$ cat src/rtl/cla_add_pipe_if.sv
// Handshake/data bundle for cla_add_pipe: operand request channel (in_*)
// and result channel (out_*). The source/sink side uses the master modport;
// the pipeline itself uses the slave modport.
interface cla_add_pipe_if #(
    parameter int WIDTH = 32
);
    logic             in_valid;
    logic             in_ready;
    logic [WIDTH-1:0] in_a;
    logic [WIDTH-1:0] in_b;
    logic             in_cin;
    logic             in_sub;
    logic             out_valid;
    logic             out_ready;
    logic [WIDTH-1:0] out_sum;
    logic             out_cout;
    logic             out_zero;
    logic             out_ovf;

    modport master (
        output in_valid, in_a, in_b, in_cin, in_sub, out_ready,
        input  in_ready, out_valid, out_sum, out_cout, out_zero, out_ovf
    );

    modport slave (
        input  in_valid, in_a, in_b, in_cin, in_sub, out_ready,
        output in_ready, out_valid, out_sum, out_cout, out_zero, out_ovf
    );
endinterface

$ cat src/rtl/cla_add_pipe.sv
// cla_add_pipe: two-stage registered wrapper around a 32-bit carry
// look-ahead adder. S1 holds the effective operands (B already inverted and
// carry-in forced for subtract) and feeds the adder with no logic in between;
// S2 captures sum, carry-out, zero and signed-overflow flags.
// Optional feature macro: CLA_PIPE_SKID_EN adds a one-entry skid buffer in
// front of S1 so in_ready no longer depends combinationally on out_ready.

// 32-bit adder built from eight 4-bit look-ahead groups; group carries are
// resolved from group generate/propagate terms.
module carry_look_ahead_adder (
    input  logic [31:0] a,
    input  logic [31:0] b,
    input  logic        cin,
    output logic [31:0] sum,
    output logic        cout
);
    logic [31:0] p;
    logic [31:0] g;
    logic [7:0]  grp_p;
    logic [7:0]  grp_g;
    logic [8:0]  grp_c;

    assign p = a ^ b;
    assign g = a & b;

    genvar gi;
    generate
        for (gi = 0; gi < 8; gi++) begin : g_grp
            localparam int B = 4 * gi;
            logic ci;
            logic c1;
            logic c2;
            logic c3;

            assign grp_p[gi] = &p[B+3:B];
            assign grp_g[gi] = g[B+3]
                             | (p[B+3] & g[B+2])
                             | (p[B+3] & p[B+2] & g[B+1])
                             | (p[B+3] & p[B+2] & p[B+1] & g[B]);

            assign ci = grp_c[gi];
            assign c1 = g[B] | (p[B] & ci);
            assign c2 = g[B+1] | (p[B+1] & g[B]) | (p[B+1] & p[B] & ci);
            assign c3 = g[B+2] | (p[B+2] & g[B+1]) | (p[B+2] & p[B+1] & g[B])
                      | (p[B+2] & p[B+1] & p[B] & ci);

            assign sum[B+3:B] = p[B+3:B] ^ {c3, c2, c1, ci};
        end
    endgenerate

    // Second-level look-ahead: carries into each 4-bit group.
    always_comb begin
        grp_c    = '0;
        grp_c[0] = cin;
        for (int i = 0; i < 8; i++) begin
            grp_c[i+1] = grp_g[i] | (grp_p[i] & grp_c[i]);
        end
    end

    assign cout = grp_c[8];
endmodule

module cla_add_pipe #(
    parameter int WIDTH = 32    // must stay 32 to match the adder
) (
    input  logic              clk,
    input  logic              rst,
    cla_add_pipe_if.slave     bus
);
    // S1 operand stage
    logic             s1_valid_q, s1_valid_d;
    logic [WIDTH-1:0] s1_a_q, s1_a_d;
    logic [WIDTH-1:0] s1_b_q, s1_b_d;
    logic             s1_cin_q, s1_cin_d;
    // S2 result stage
    logic             s2_valid_q, s2_valid_d;
    logic [WIDTH-1:0] s2_sum_q, s2_sum_d;
    logic             s2_cout_q, s2_cout_d;
    logic             s2_zero_q, s2_zero_d;
    logic             s2_ovf_q, s2_ovf_d;

    logic [WIDTH-1:0] add_sum;
    logic             add_cout;
    logic             s2_load;
    logic             s1_free;
    logic             accept;
    logic             in_ready_int;
    logic [WIDTH-1:0] in_b_eff;
    logic             in_cin_eff;

    carry_look_ahead_adder u_adder (
        .a    (s1_a_q),
        .b    (s1_b_q),
        .cin  (s1_cin_q),
        .sum  (add_sum),
        .cout (add_cout)
    );

`ifdef CLA_PIPE_SKID_EN
    logic             skid_valid_q, skid_valid_d;
    logic [WIDTH-1:0] skid_a_q, skid_a_d;
    logic [WIDTH-1:0] skid_b_q, skid_b_d;
    logic             skid_cin_q, skid_cin_d;
`endif

    // Advance/accept decisions and next-state for both stages.
    always_comb begin
        s2_load    = s1_valid_q && (!s2_valid_q || bus.out_ready);
        s1_free    = !s1_valid_q || s2_load;
        in_b_eff   = bus.in_sub ? ~bus.in_b : bus.in_b;
        in_cin_eff = bus.in_sub ? 1'b1 : bus.in_cin;

        s1_valid_d = s1_valid_q && !s2_load;
        s1_a_d     = s1_a_q;
        s1_b_d     = s1_b_q;
        s1_cin_d   = s1_cin_q;

`ifdef CLA_PIPE_SKID_EN
        in_ready_int = !rst && !skid_valid_q;
        accept       = bus.in_valid && in_ready_int;
        skid_valid_d = skid_valid_q;
        skid_a_d     = skid_a_q;
        skid_b_d     = skid_b_q;
        skid_cin_d   = skid_cin_q;
        if (skid_valid_q) begin
            // A parked transaction always goes ahead of new input.
            if (s1_free) begin
                s1_valid_d   = 1'b1;
                s1_a_d       = skid_a_q;
                s1_b_d       = skid_b_q;
                s1_cin_d     = skid_cin_q;
                skid_valid_d = 1'b0;
            end
        end else if (accept) begin
            if (s1_free) begin
                s1_valid_d = 1'b1;
                s1_a_d     = bus.in_a;
                s1_b_d     = in_b_eff;
                s1_cin_d   = in_cin_eff;
            end else begin
                skid_valid_d = 1'b1;
                skid_a_d     = bus.in_a;
                skid_b_d     = in_b_eff;
                skid_cin_d   = in_cin_eff;
            end
        end
`else
        in_ready_int = !rst && s1_free;
        accept       = bus.in_valid && in_ready_int;
        if (accept) begin
            s1_valid_d = 1'b1;
            s1_a_d     = bus.in_a;
            s1_b_d     = in_b_eff;
            s1_cin_d   = in_cin_eff;
        end
`endif

        s2_valid_d = s2_valid_q && !bus.out_ready;
        s2_sum_d   = s2_sum_q;
        s2_cout_d  = s2_cout_q;
        s2_zero_d  = s2_zero_q;
        s2_ovf_d   = s2_ovf_q;
        if (s2_load) begin
            s2_valid_d = 1'b1;
            s2_sum_d   = add_sum;
            s2_cout_d  = add_cout;
            s2_zero_d  = ~|add_sum;
            s2_ovf_d   = (s1_a_q[WIDTH-1] == s1_b_q[WIDTH-1]) &&
                         (add_sum[WIDTH-1] != s1_a_q[WIDTH-1]);
        end
    end

    // Pipeline registers; reset discards everything in flight.
    always_ff @(posedge clk) begin
        if (rst) begin
            s1_valid_q <= 1'b0;
            s1_a_q     <= '0;
            s1_b_q     <= '0;
            s1_cin_q   <= 1'b0;
            s2_valid_q <= 1'b0;
            s2_sum_q   <= '0;
            s2_cout_q  <= 1'b0;
            s2_zero_q  <= 1'b0;
            s2_ovf_q   <= 1'b0;
        end else begin
            s1_valid_q <= s1_valid_d;
            s1_a_q     <= s1_a_d;
            s1_b_q     <= s1_b_d;
            s1_cin_q   <= s1_cin_d;
            s2_valid_q <= s2_valid_d;
            s2_sum_q   <= s2_sum_d;
            s2_cout_q  <= s2_cout_d;
            s2_zero_q  <= s2_zero_d;
            s2_ovf_q   <= s2_ovf_d;
        end
    end

`ifdef CLA_PIPE_SKID_EN
    // Skid buffer registers.
    always_ff @(posedge clk) begin
        if (rst) begin
            skid_valid_q <= 1'b0;
            skid_a_q     <= '0;
            skid_b_q     <= '0;
            skid_cin_q   <= 1'b0;
        end else begin
            skid_valid_q <= skid_valid_d;
            skid_a_q     <= skid_a_d;
            skid_b_q     <= skid_b_d;
            skid_cin_q   <= skid_cin_d;
        end
    end
`endif

    assign bus.in_ready  = in_ready_int;
    assign bus.out_valid = s2_valid_q;
    assign bus.out_sum   = s2_sum_q;
    assign bus.out_cout  = s2_cout_q;
    assign bus.out_zero  = s2_zero_q;
    assign bus.out_ovf   = s2_ovf_q;
endmodule

$ cat src/flat_wrapper.sv
// flat-port wrapper written by rule: the top's interface ports become plain ports
module cla_add_pipe_flat 
#(
    parameter int WIDTH = 32                                      
)
  (clk, rst, bus_in_valid, bus_in_a, bus_in_b, bus_in_cin, bus_in_sub, bus_out_ready, bus_in_ready, bus_out_valid, bus_out_sum, bus_out_cout, bus_out_zero, bus_out_ovf);
  cla_add_pipe_if #(.WIDTH(WIDTH)) bus_i ();
  input  logic clk;
  input  logic rst;
  input wire logic [$bits(bus_i.in_valid)-1:0] bus_in_valid;
  input wire logic [$bits(bus_i.in_a)-1:0] bus_in_a;
  input wire logic [$bits(bus_i.in_b)-1:0] bus_in_b;
  input wire logic [$bits(bus_i.in_cin)-1:0] bus_in_cin;
  input wire logic [$bits(bus_i.in_sub)-1:0] bus_in_sub;
  input wire logic [$bits(bus_i.out_ready)-1:0] bus_out_ready;
  output wire logic [$bits(bus_i.in_ready)-1:0] bus_in_ready;
  output wire logic [$bits(bus_i.out_valid)-1:0] bus_out_valid;
  output wire logic [$bits(bus_i.out_sum)-1:0] bus_out_sum;
  output wire logic [$bits(bus_i.out_cout)-1:0] bus_out_cout;
  output wire logic [$bits(bus_i.out_zero)-1:0] bus_out_zero;
  output wire logic [$bits(bus_i.out_ovf)-1:0] bus_out_ovf;
  assign bus_i.in_valid = bus_in_valid;
  assign bus_i.in_a = bus_in_a;
  assign bus_i.in_b = bus_in_b;
  assign bus_i.in_cin = bus_in_cin;
  assign bus_i.in_sub = bus_in_sub;
  assign bus_i.out_ready = bus_out_ready;
  assign bus_in_ready = bus_i.in_ready;
  assign bus_out_valid = bus_i.out_valid;
  assign bus_out_sum = bus_i.out_sum;
  assign bus_out_cout = bus_i.out_cout;
  assign bus_out_zero = bus_i.out_zero;
  assign bus_out_ovf = bus_i.out_ovf;
  cla_add_pipe #(.WIDTH(WIDTH)) u_core (.clk(clk), .rst(rst), .bus(bus_i));
endmodule
$ cat config.mk
export PLATFORM = sky130hd
export DESIGN_NAME = cla_add_pipe_flat
export DESIGN_NICKNAME = d
export VERILOG_FILES = /design/src/rtl/cla_add_pipe_if.sv /design/src/rtl/cla_add_pipe.sv /design/src/flat_wrapper.sv
export SDC_FILE = /design/constraint.sdc
export NUM_CORES = 1
export LEC_CHECK = 0
export CORE_MARGIN = 2
export CORE_UTILIZATION = 44
export CTS_CLUSTER_DIAMETER = 200
export DETAILED_ROUTE_END_ITERATION = 8
export PLACE_DENSITY = 0.66
export SETUP_SLACK_MARGIN = 0.5
export SYNTH_ARGS = -nofsm -noshare
export SYNTH_HDL_FRONTEND = slang
export SYNTH_SLANG_ARGS = --single-unit
$ cat constraint.sdc
create_clock -name clk -period 6.9 [get_ports clk]
set_input_delay 0.69 -clock clk [delete_from_list [all_inputs] [get_ports clk]]
set_output_delay 0.69 -clock clk [all_outputs]
set_load 0.005 [all_outputs]
# Yosys cells after proc, flatten, opt, wreduce, memory -nomap -nowiden

Cells that the tools add are included.

Flip-flop bits (word level): 102
Bits in latches: 0
RAM bits: 0
Bits in read-only memories: 0
Bits of input ports: 70
Output and inout bits: 37
Word-level logic and storage cells: 249
Memories kept: 0

$add $sub $neg: 0
$mul: 0
Div/mod/pow operators: 0
Magnitude comparators: 0
Eq/ne operators: 2
Shift-type cells: 0
Muxes and demuxes: 4
Bitwise operators: 211
Reductions and logical operators: 23

Operators with widths:

| kind                | number |
|---|---|
| $and A1 B1 Y1       | 120 |
| $or A1 B1 Y1        | 80 |
| $and A32 B32 Y32    | 1 |
| $mux W32            | 1 |
| $not A32 Y32        | 1 |
| $reduce_and A4 Y1   | 8 |
| $reduce_or A32 Y1   | 1 |
| $xor A32 B32 Y32    | 1 |
| $xor A4 B4 Y4       | 8 |
| $logic_and A1 B1 Y1 | 6 |
| $logic_not A1 Y1    | 6 |
| $mux W1             | 3 |
| $logic_or A1 B1 Y1  | 2 |
| $eq A1 B1 Y1        | 1 |
| $ne A1 B1 Y1        | 1 |

# Logic depth before layout (Yosys ltp)

Gate-level depths: netlist (run 1).

Word-level depth: 23
Gate-level depth with buffers: 16
Mapped depth without buffers: 16

# Cells and area by module

From an unflattened synthesis (run 1), not the netlist that was laid out.

Cell total of the unflattened synthesis: 625
Area total of the unflattened synthesis: 5148.7 µm²

By module, submodules not included:

| module                 | instances | cells an instance | area an instance (µm²) | sequential area each (µm²) |
|---|---|---|---|---|
| cla_add_pipe           | 1         | 462               | 3793.6                 | 2042.0 |
| carry_look_ahead_adder | 1         | 163               | 1355.0                 | 0.0 |

# Worst setup path after synthesis (run 1)

Ideal clock, no wire load.

Path kind: flip-flop to flip-flop
Start point: register u_core.s1_b_q[0]
End point: register u_core.s2_zero_q (netlist: u_core.bus.out_zero)
Setup time: 59 ps
Arrival time: 3883 ps
Data required time: 6841 ps
Slack: 2958 ps
Stages on the path, launching flop included: 17
Buffers on the path: 0
Clock period less this slack: 3942 ps
Path through: dfxtp_1 -> ha_1 -> a211oi_1 -> o21ai_1 -> a2111oi_0 -> nor3_1 -> and2_1 -> o21ai_0 -> nand2b_1 -> fa_1 -> or4_1 -> nor3_1 -> nand4_1 -> nor4_1 -> nand4_1 -> a2111oi_2 -> a31o_1

Elaborated cells between the ends (all ways): 83
Classes of those cells: bitwise (80); reduce/logical (3)

RTL lines:

| item                                                 | RTL line                               | RTL |
|---|---|---|
| from (decl)                                          | cla_add_pipe.sv:73                     | `logic [WIDTH-1:0] s1_b_q, s1_b_d;` |
| from (signal assigned)                               | cla_add_pipe.sv:178                    | `s1_b_q <= '0;` |
| from (signal assigned)                               | cla_add_pipe.sv:188                    | `s1_b_q <= s1_b_d;` |
| $xor A32 B32 Y32 or $and A32 B32 Y32 (tied branches) | cla_add_pipe.sv:23, cla_add_pipe.sv:24 |  |
| $reduce_and A4 Y1 or $and A1 B1 Y1 (tied branches)   | cla_add_pipe.sv:35, cla_add_pipe.sv:39 |  |
| $and A1 B1 Y1 or $or A1 B1 Y1 (tied branches)        | cla_add_pipe.sv:56, cla_add_pipe.sv:39 |  |
| $or A1 B1 Y1 (*)                                     | cla_add_pipe.sv:56                     | `grp_c[i+1] = grp_g[i] \| (grp_p[i] & grp_c[i]);` |
| $and A1 B1 Y1 (*)                                    | cla_add_pipe.sv:56                     |  |
| $or A1 B1 Y1 (*)                                     | cla_add_pipe.sv:56                     |  |
| $and A1 B1 Y1 (*)                                    | cla_add_pipe.sv:56                     |  |
| $or A1 B1 Y1 (*)                                     | cla_add_pipe.sv:56                     |  |
| $xor A4 B4 Y4 (*)                                    | cla_add_pipe.sv:47                     | `assign sum[B+3:B] = p[B+3:B] ^ {c3, c2, c1, ci};` |
| named net u_core.add_sum[12]                         | cla_add_pipe.sv:82                     | `logic [WIDTH-1:0] add_sum;` |
| $reduce_or A32 Y1 (*)                                | cla_add_pipe.sv:167                    | `s2_zero_d = ~\|add_sum;` |
| $logic_not A1 Y1 (*)                                 | cla_add_pipe.sv:167                    |  |
| to (signal assigned)                                 | cla_add_pipe.sv:193                    | `s2_zero_q <= s2_zero_d;` |
| to (decl)                                            | cla_add_pipe.sv:79                     | `logic s2_zero_q, s2_zero_d;` |

Mark *: on every way through the listed nets, which the timed path passes. The rest lies on a longest branch.
A chain may end at the register's enable or synchronous reset.

# Worst setup path in the final report (run 1)

Same ends and word-level chain as after synthesis.

==> flow_metrics.py, run 1 <==
metrics = {
    "grt": {
        "grt_pass1_vias": 4354,
        "grt_max_degree": 110,
        "antenna_found_initial": 0,
        "grt_pass1_wl_microns": 21300,
        "grtUsageTotal_pct": 20.4,
        "grt-ovfl-total": 0,
    },
    "cts": {
        "path_clk_slew_ns": 0.06,
        "cts_tree": "done",
        "cts_resized": 0,
        "cts_max_path_buffers": 2,
        "cts_buffers": 9,
        "insertion_delay_ns": 0.35,
        "post_cts_buffers": 0,
        "htreeDepth": 3,
        "root_buffer": "clkbuf_16",
        "cts_hold_buf": 0,
        "cts.sinks": 102,
    },
    "synth": {
        "yosys_most_used_dff": "dfxtp_1",
        "synth.distinct_cells": 59,
        "ys_ff_latch": 102,
        "synth_edf_count": 0,
        "syn_area_sq_um": 5480,
        "synth_warnings": 0,
        "async_reset_ff_share_pct": 0,
        "yosysSeqAreaShare_pct": 37.3,
        "syn_inst": 644,
        "synth.avg_cell_area_sq_um": 8.51,
        "synth_nets": 754,
    },
    "floorplanning": {
        "die-area_sq_um": 13400,
        "rows": 40,
        "coreArea_sq_um": 12100,
        "dieHeight_microns": 116,
        "die_x_microns": 116,
        "pin_count": 107,
        "start_util_pct": 45.4,
    },
    "timing": {
        "setup_violations": 0,
        "tightest_slew_ns": 1.06,
        "rsz0062_at_grt": "false",
        "relSlewSlack_pct": 29.0,
        "fin_ws_ns": 2.55,
        "tns_ns": 0,
        "slew_viol_final": 0,
        "fin_crit_sh_pct": 63.0,
        "min_period_ns": 4.35,
        "fin_worst_skew_ns": 0.00670,
        "hold_viol": 0,
        "max_freq_mhz": 230,
    },
    "worst_setup_path": {
        "critPathCaptureType": "flip-flop",
        "critPathMaxFanout": 4,
        "startpoint_type": "flip-flop",
        "required_ns": 7.20,
        "critical_path_class": "flip-flop to flip-flop",
        "cp_data_arrival_time_ns": 4.65,
    },
    "job": {
        "max-cap-violations": 0,
    },
    "power_and_ir_drop": {
        "p_per_area_nw_per_um2": 212,
        "ir_drop_mv": 0.118,
        "total_power_mw": 1.46,
        "leakagePower_nw": 2.84,
    },
    "place": {
        "io_buffers": 106,
        "place_congestion": 0.859,
        "pre_cts_ws_ns": 2.59,
        "hpwlAfterDp_microns": 9980,
    },
    "final_layout": {
        "layout-drive-gt1-share_pct": 5.87,
        "final_common_cell": "nand2_1",
        "final_cell_mix": "nand2_1 (121), clkdlybuf4s50_1 (104), dfxtp_1 (102), nand3b_1 (66), a21oi_1 (44)",
        "area_growth_pct": 26.0,
        "diodes": 0,
        "fin_nets": 838,
        "utilization_pct": 57.3,
    },
    "route": {
        "drc": 0,
        "wirelength_microns": 13400,
        "ant_nets": 0,
        "num_vias": 4705,
        "via_per_inst": 5.22,
        "drtPass1Iterations": 5,
        "wire_per_inst_microns": 14.8,
        "dr.first_iter.drc_count": 427,
    },
    "min_path": {
        "min_path_type": "flip-flop to flip-flop",
    },
    "outcome": {
        "status": "finished, final reports clean",
    },
}
[stage by stage]
| step | std cells | hold slack [ns] | area, sq um |
|---|---|---|---|
| 6_report | 901 | 0.450 | 6910 |
| 5_1_grt | 901 | 0.473 | 6910 |
| 4_1_cts | 901 | 0.453 | 6910 |
| 3_5_place_dp | 885 | 0.444 | 6640 |
| 3_3_place_gp | 885 | 0.439 | 6640 |
| 2_1_floorplan | 644 | 0.448 | 5480 |
[layout make-up]
type | count | area, sq um
Fill cell | 1104 | 5150
Multi-Input combinational cell | 498 | 3280
Sequential cell | 102 | 2040
Timing Repair Buffer | 110 | 1080
Clock buffer | 12 | 246
Tap cell | 168 | 210
Inverter | 7 | 26.3
Clock inverter | 4 | 22.5
[power breakdown]
part           leakage (nW)  internal (mW)  switching (mW)
Combinational          1.87          0.161           0.168
Clock                 0.132          0.253           0.217
Sequential            0.839          0.634          0.0321
[cell usage after synthesis, types with 3 or more instances]
cell type | n | share of area (%)
nand2_1 | 122 | 8.4
nand3b_1 | 66 | 9.0
nand4_1 | 6 | 0.69
o21ai_0 | 41 | 3.7
a21oi_1 | 44 | 4.0
inv_1 | 7 | 0.48
buf_1 | 10 | 0.69
nor4_1 | 4 | 0.46
nand2b_1 | 5 | 0.57
clkbuf_1 | 27 | 1.8
a211oi_1 | 4 | 0.55
xnor2_1 | 38 | 6.1
dfxtp_1 | 102 | 37
nor2_1 | 28 | 1.9
o21bai_1 | 3 | 0.41
fa_1 | 8 | 2.9
and3_1 | 3 | 0.34
a21o_1 | 6 | 0.82
nor3_1 | 15 | 1.4
nor2b_1 | 4 | 0.46
nand3_1 | 5 | 0.46
and2_1 | 3 | 0.34
ha_1 | 32 | 7.3
xor2_1 | 15 | 2.4
o21ai_1 | 3 | 0.27
[cell families after synthesis]
logic type | Yosys count | synth area share (%)
simple gates | 276 | 26.3
buf+inv | 44 | 3.01
compound gates | 128 | 14.5
fa+ha+maj | 40 | 10.2
flops | 102 | 37.3
xor+xnor | 53 | 8.47
mux | 1 | 0.183
[critical path: stages (launching register included)]
cell and delay (ns):
dfxtp_1 0.34, ha_1 0.31, a211oi_1 0.30, o21ai_1 0.19, a2111oi_0 0.44, nor3_1 0.13
and2_1 0.21, o21ai_0 0.20, nand2b_1 0.11, fa_1 0.52, or4_1 0.54, nor3_1 0.14
nand4_1 0.13, nor4_1 0.19, nand4_1 0.15, a2111oi_2 0.22, a31o_1 0.17
[worst paths after layout]
kind	startpoint	end	slack, ns	depth (start not counted)
worst max-delay path	u_core.s1_b_q[0]	u_core.bus.out_zero	2.55	16
worst min-delay path	u_core.bus.out_sum[30]	u_core.bus.out_sum[30]	0.45	2
worst max register to register	u_core.s1_b_q[0]	u_core.bus.out_zero	2.55	16
worst min register to register	u_core.bus.out_sum[30]	u_core.bus.out_sum[30]	0.45	2
[layer usage]
metal,vias up,track usage [%],share of wire [%]
met1,2183,29.4,50
met5,-,0,0
met2,120,31.2,43
met4,0,5.78,1.1
li1,2391,-,-
met3,11,3.77,5.3
Power figures use the tool's default switching activity.
==> run 2, diff against run 1 <==
clock period = 4.2 ns   (was 6.9 ns; I/O delays follow)
==> flow_metrics.py, run 2 (synthesized netlist as in run 1, its figures left out) <==
metrics = {
    "cts": {
        "cts_tree": "done",
        "root_buffer": "clkbuf_16",
        "htreeDepth": 3,
        "cts_buffers": 9,
        "insertion_delay_ns": 0.34,
        "cts.sinks": 102,
        "cts_hold_buf": 0,
        "cts_max_path_buffers": 2,
        "path_clk_slew_ns": 0.06,
    },
    "final_layout": {
        "final_cell_mix": "nand2_1 (118), clkdlybuf4s50_1 (104), dfxtp_1 (95), nand3b_1 (66), a21oi_1 (41)",
        "design_area_sq_um": 7450,
        "area_growth_pct": 36.0,
        "fin_nets": 866,
        "diodes": 0,
        "final_common_cell": "nand2_1",
        "layout-drive-gt1-share_pct": 14.5,
    },
    "timing": {
        "tightest_slew_ns": 1.08,
        "fin_crit_sh_pct": 93.8,
        "slew_viol_final": 0,
        "max_freq_mhz": 254,
        "tns_ns": 0,
        "relSlewSlack_pct": 27.8,
        "setup_violations": 0,
        "rsz0062_at_grt": "true",
        "min_period_ns": 3.94,
        "hold_viol": 0,
        "fin_ws_ns": 0.262,
        "fin_worst_skew_ns": 0.00458,
    },
    "power_and_ir_drop": {
        "p_per_area_nw_per_um2": 334,
        "leakagePower_nw": 3.02,
        "ir_drop_mv": 0.152,
    },
    "worst_setup_path": {
        "critical_path_class": "flip-flop to flip-flop",
        "startpoint_type": "flip-flop",
        "critPathMaxFanout": 3,
        "cp-endpoint": "u_core.bus.out_zero",
        "cp_data_arrival_time_ns": 4.23,
        "critPathLaunch": "u_core.s1_b_q[4]",
        "r2r-start": "u_core.s1_b_q[4]",
        "critPathCaptureType": "flip-flop",
        "r2r_end": "u_core.bus.out_zero",
        "worst-r2r-setup-slack_ns": 0.26,
        "reg2regPathDepth": 24,
        "required_ns": 4.49,
    },
    "floorplanning": {
        "pin_count": 107,
        "die_x_microns": 116,
        "rows": 40,
        "dieHeight_microns": 116,
        "coreArea_sq_um": 12100,
        "start_util_pct": 45.4,
        "die-area_sq_um": 13400,
    },
    "grt": {
        "grtUsageTotal_pct": 22.1,
        "grt_pass1_wl_microns": 23200,
        "grt-ovfl-total": 0,
        "grt_pass1_vias": 4704,
        "grt_max_degree": 108,
        "antenna_found_initial": 0,
    },
    "outcome": {
        "status": "finished, final reports clean",
    },
    "job": {
        "max-cap-violations": 0,
    },
    "place": {
        "io_buffers": 106,
        "hpwlAfterDp_microns": 10400,
        "place_congestion": 0.878,
        "postPlaceCellArea_sq_um": 6670,
        "pre_cts_ws_ns": 0.135,
    },
    "route": {
        "drc": 0,
        "drtPass1Iterations": 5,
        "via_per_inst": 5.32,
        "wire_per_inst_microns": 15.9,
        "num_vias": 4938,
        "wirelength_microns": 14800,
        "ant_nets": 0,
        "dr.first_iter.drc_count": 330,
    },
    "min_path": {
        "min_path_type": "flip-flop to flip-flop",
    },
}
run 2: changes by cell type in the layout (fill, tap and decap cells not counted), moves of 5 or more:
cell | before | now
buf_4 | 4 | 31
dfxtp_1 | 102 | 95
dfxtp_2 | 0 | 5
ha_1 | 32 | 18
ha_4 | 0 | 14
run 2: how the worst min path moves through the flow:
stage,startpoint,end,slack (ns),cells after the start
6_report,u_core.bus.out_sum[22],u_core.bus.out_sum[22],0.45,2
2_1_floorplan,u_core.bus.out_sum[11],u_core.bus.out_sum[11],0.45,2
4_1_cts,u_core.bus.out_sum[22],u_core.bus.out_sum[22],0.45,2
3_3_place_gp,u_core.bus.out_sum[22],u_core.bus.out_sum[22],0.44,2
5_1_grt,u_core.bus.out_sum[0],u_core.bus.out_sum[0],0.48,2
3_5_place_dp,u_core.bus.out_sum[22],u_core.bus.out_sum[22],0.44,2
run 2: cell type report:
type / instances / area (sq um)
Clock buffer: 11 / 243
Tap cell: 168 / 210
Multi-Input combinational cell: 498 / 3590
Clock inverter: 4 / 23.8
Timing Repair Buffer: 138 / 1300
Inverter: 7 / 26.3
Sequential cell: 102 / 2060
Fill cell: 1045 / 4610
run 2: report_power, final:
group          leakage (nW)  switching (mW)  internal (mW)
combinational          2.05           0.305          0.312
sequential            0.842          0.0640           1.04
clock                 0.135           0.352          0.413
total                  3.02           0.720           1.77
run 2: metrics by stage:
step	hold slack [ns]	util [%]	total power [mW]	std cells
finish	0.453	61.8	2.49	928
CTS	0.455	60.2	2.46	924
global route	0.484	61.8	2.61	928
detailed placement	0.445	55.3	1.66	885
global placement	0.440	55.3	1.65	885
floorplan	0.448	-	1.44	644
run 2: metal layers:
layer	up-vias	wire length (microns)	global-route usage (%)
li1	2449	-	-
met1	2315	6750	29.6
met2	159	6800	36.0
met3	15	996	4.71
met4	0	222	6.75
met5	-	0	0
run 2: repair_timing:
| item | CTS | global route |
|---|---|---|
| endpoints found under the setup margin | 1 | 2 |
| buffers inserted | 24 | 4 |
| pin swaps | 22 | 17 |
| resized for setup | 25 | 26 |
run 2: critical path: stages, from the launching register on:
cell and delay (ns):
dfxtp_2 0.34, ha_1 0.32, nand2_2 0.10, nor3_4 0.06, buf_4 0.14, a2111oi_2 0.36
nor3_1 0.09, buf_4 0.14, buf_4 0.12, buf_4 0.13, buf_4 0.12, buf_4 0.12
buf_4 0.12, buf_4 0.12, buf_4 0.12, buf_4 0.13, buf_4 0.13, buf_4 0.12
buf_4 0.12, buf_4 0.13, nor2_4 0.09, a21o_1 0.12, a22oi_1 0.11, a2111oi_2 0.35
a31o_1 0.18
==> run 3, diff against run 2 <==
CTS_BUF_LIST = sky130_fd_sc_hd__clkbuf_8 sky130_fd_sc_hd__clkbuf_16   (was default)
SKIP_CTS_REPAIR_TIMING = 1   (was default)
==> flow_metrics.py, run 3 (synthesized netlist as in run 1, its figures left out) <==
metrics = {
    "outcome": {
        "status": "finished, final reports clean",
    },
    "floorplanning": {
        "die_x_microns": 116,
        "rows": 40,
        "start_util_pct": 45.4,
        "coreArea_sq_um": 12100,
        "die-area_sq_um": 13400,
        "dieHeight_microns": 116,
        "pin_count": 107,
    },
    "place": {
        "io_buffers": 106,
        "postPlaceCellArea_sq_um": 6670,
        "hpwlAfterDp_microns": 10400,
        "place_congestion": 0.878,
    },
    "worst_setup_path": {
        "startpoint_type": "flip-flop",
        "critical_path_class": "flip-flop to flip-flop",
        "critPathSlowestCell": "or4_1",
        "cp_data_arrival_time_ns": 4.26,
        "required_ns": 4.49,
        "critPathTopFamily": "simple AND/OR/NAND/NOR gates",
        "critPathCaptureType": "flip-flop",
        "worst-r2r-setup-slack_ns": 0.23,
        "cp.depth": 16,
        "slowest_delay_ns": 0.49,
        "critPathMaxFanout": 4,
        "crit_buf_inv": 0,
        "reg2regPathDepth": 16,
        "crit_top_cell": "nand4_1",
        "crit_chain": "ha_4, and3_1, and2_4, a211oi_4, o22ai_2, nor2_4, o21ai_2, a21o_1, fa_1, or4_1, nor3_2, nand4_1, nor4_2, nand4_1, a2111oi_2, a31o_1",
    },
    "final_layout": {
        "area_growth_pct": 32.6,
        "diodes": 0,
        "final_common_cell": "nand2_1",
        "final_cell_mix": "nand2_1 (118), clkdlybuf4s50_1 (104), dfxtp_1 (88), nand3b_1 (66), a21oi_1 (40)",
        "design_area_sq_um": 7260,
        "fin_nets": 845,
        "nFillCells": 1065,
        "layout-drive-gt1-share_pct": 12.7,
        "utilization_pct": 60.2,
    },
    "cts": {
        "root_buffer": "clkbuf_16",
        "cts_tree": "done",
        "cts.sinks": 102,
        "insertion_delay_ns": 0.34,
        "cts_buffers": 9,
        "path_clk_slew_ns": 0.07,
        "cts_max_path_buffers": 2,
        "htreeDepth": 3,
    },
    "job": {
        "max-cap-violations": 0,
    },
    "route": {
        "via_per_inst": 5.30,
        "num_vias": 4810,
        "wire_per_inst_microns": 15.9,
        "wirelength_microns": 14400,
        "ant_nets": 0,
        "drc": 0,
        "dr.first_iter.drc_count": 254,
        "drtPass1Iterations": 7,
    },
    "timing": {
        "setup_violations": 0,
        "rsz0062_at_grt": "true",
        "fin_crit_sh_pct": 94.6,
        "slew_viol_final": 0,
        "tightest_slew_ns": 1.07,
        "fin_worst_skew_ns": 0.00441,
        "min_period_ns": 3.97,
        "relSlewSlack_pct": 28.2,
        "max_freq_mhz": 252,
        "hold_ws_ns": 0.453,
        "hold_viol": 0,
    },
    "grt": {
        "antenna_found_initial": 0,
        "grt-ovfl-total": 0,
        "grt_pass1_wl_microns": 22300,
        "grt_max_degree": 108,
        "grt_pass1_vias": 4521,
        "grtUsageTotal_pct": 21.1,
    },
    "min_path": {
        "whs_path_depth": 2,
        "min_path_type": "flip-flop to flip-flop",
    },
    "power_and_ir_drop": {
        "p_per_area_nw_per_um2": 340,
        "leakagePower_nw": 2.92,
        "ir_drop_mv": 0.154,
        "total_power_mw": 2.47,
    },
}
-- run 3: power breakdown --
group          switching (mW)  leakage [nW]  internal (mW)
Combinational           0.300          1.94          0.297
Clock                   0.354         0.139          0.411
Sequential             0.0624         0.844           1.04
-- run 3: area by class of cell --
class / count / area, sq um / share of cell area [%]
tap: 168 / 210 / 2.89
inverter: 7 / 26.3 / 0.362
sequential: 102 / 2060 / 28.4
clock inverter: 5 / 27.5 / 0.379
multi-input combinational: 498 / 3550 / 48.9
timing repair buffer: 117 / 1150 / 15.8
clock buffer: 10 / 239 / 3.29
-- run 3: path summary, 6_finish.rpt --
check | endpoint | startpoint
worst max-delay path | u_core.bus.out_zero | u_core.s1_b_q[18]
worst min register to register | u_core.bus.out_sum[22] | u_core.bus.out_sum[22]
worst max register to register | u_core.bus.out_zero | u_core.s1_b_q[18]
worst min-delay path | u_core.bus.out_sum[22] | u_core.bus.out_sum[22]
-- run 3: metrics by stage --
step           cells  TNS (ns)  setup WS (ns)
2_1_floorplan    644         0          0.502
6_report         907         0          0.229
4_1_cts          900         0         0.0884
5_1_grt          907   -0.0305        -0.0305
3_5_place_dp     885         0          0.135
3_3_place_gp     885         0          0.281
-- run 3: metal layers --
layer  track usage [%]  share of wire [%]  wire (microns)  vias up
li1                  -                  -               -     2405
met1              29.2                 47            6760     2246
met2              33.7                 45            6490      141
met3              3.09                6.2             901       18
met4              7.63                1.9             280        0
met5                 0                  0               0        -
-- run 3: worst reg2reg max path, stage by stage, from the launching register on --
cell and delay, ns:
dfxtp_1 0.39, ha_4 0.24, and3_1 0.20, and2_4 0.18, a211oi_4 0.29, o22ai_2 0.18
nor2_4 0.18, o21ai_2 0.09, a21o_1 0.18, fa_1 0.45, or4_1 0.49, nor3_2 0.12
nand4_1 0.11, nor4_2 0.21, nand4_1 0.13, a2111oi_2 0.30, a31o_1 0.18
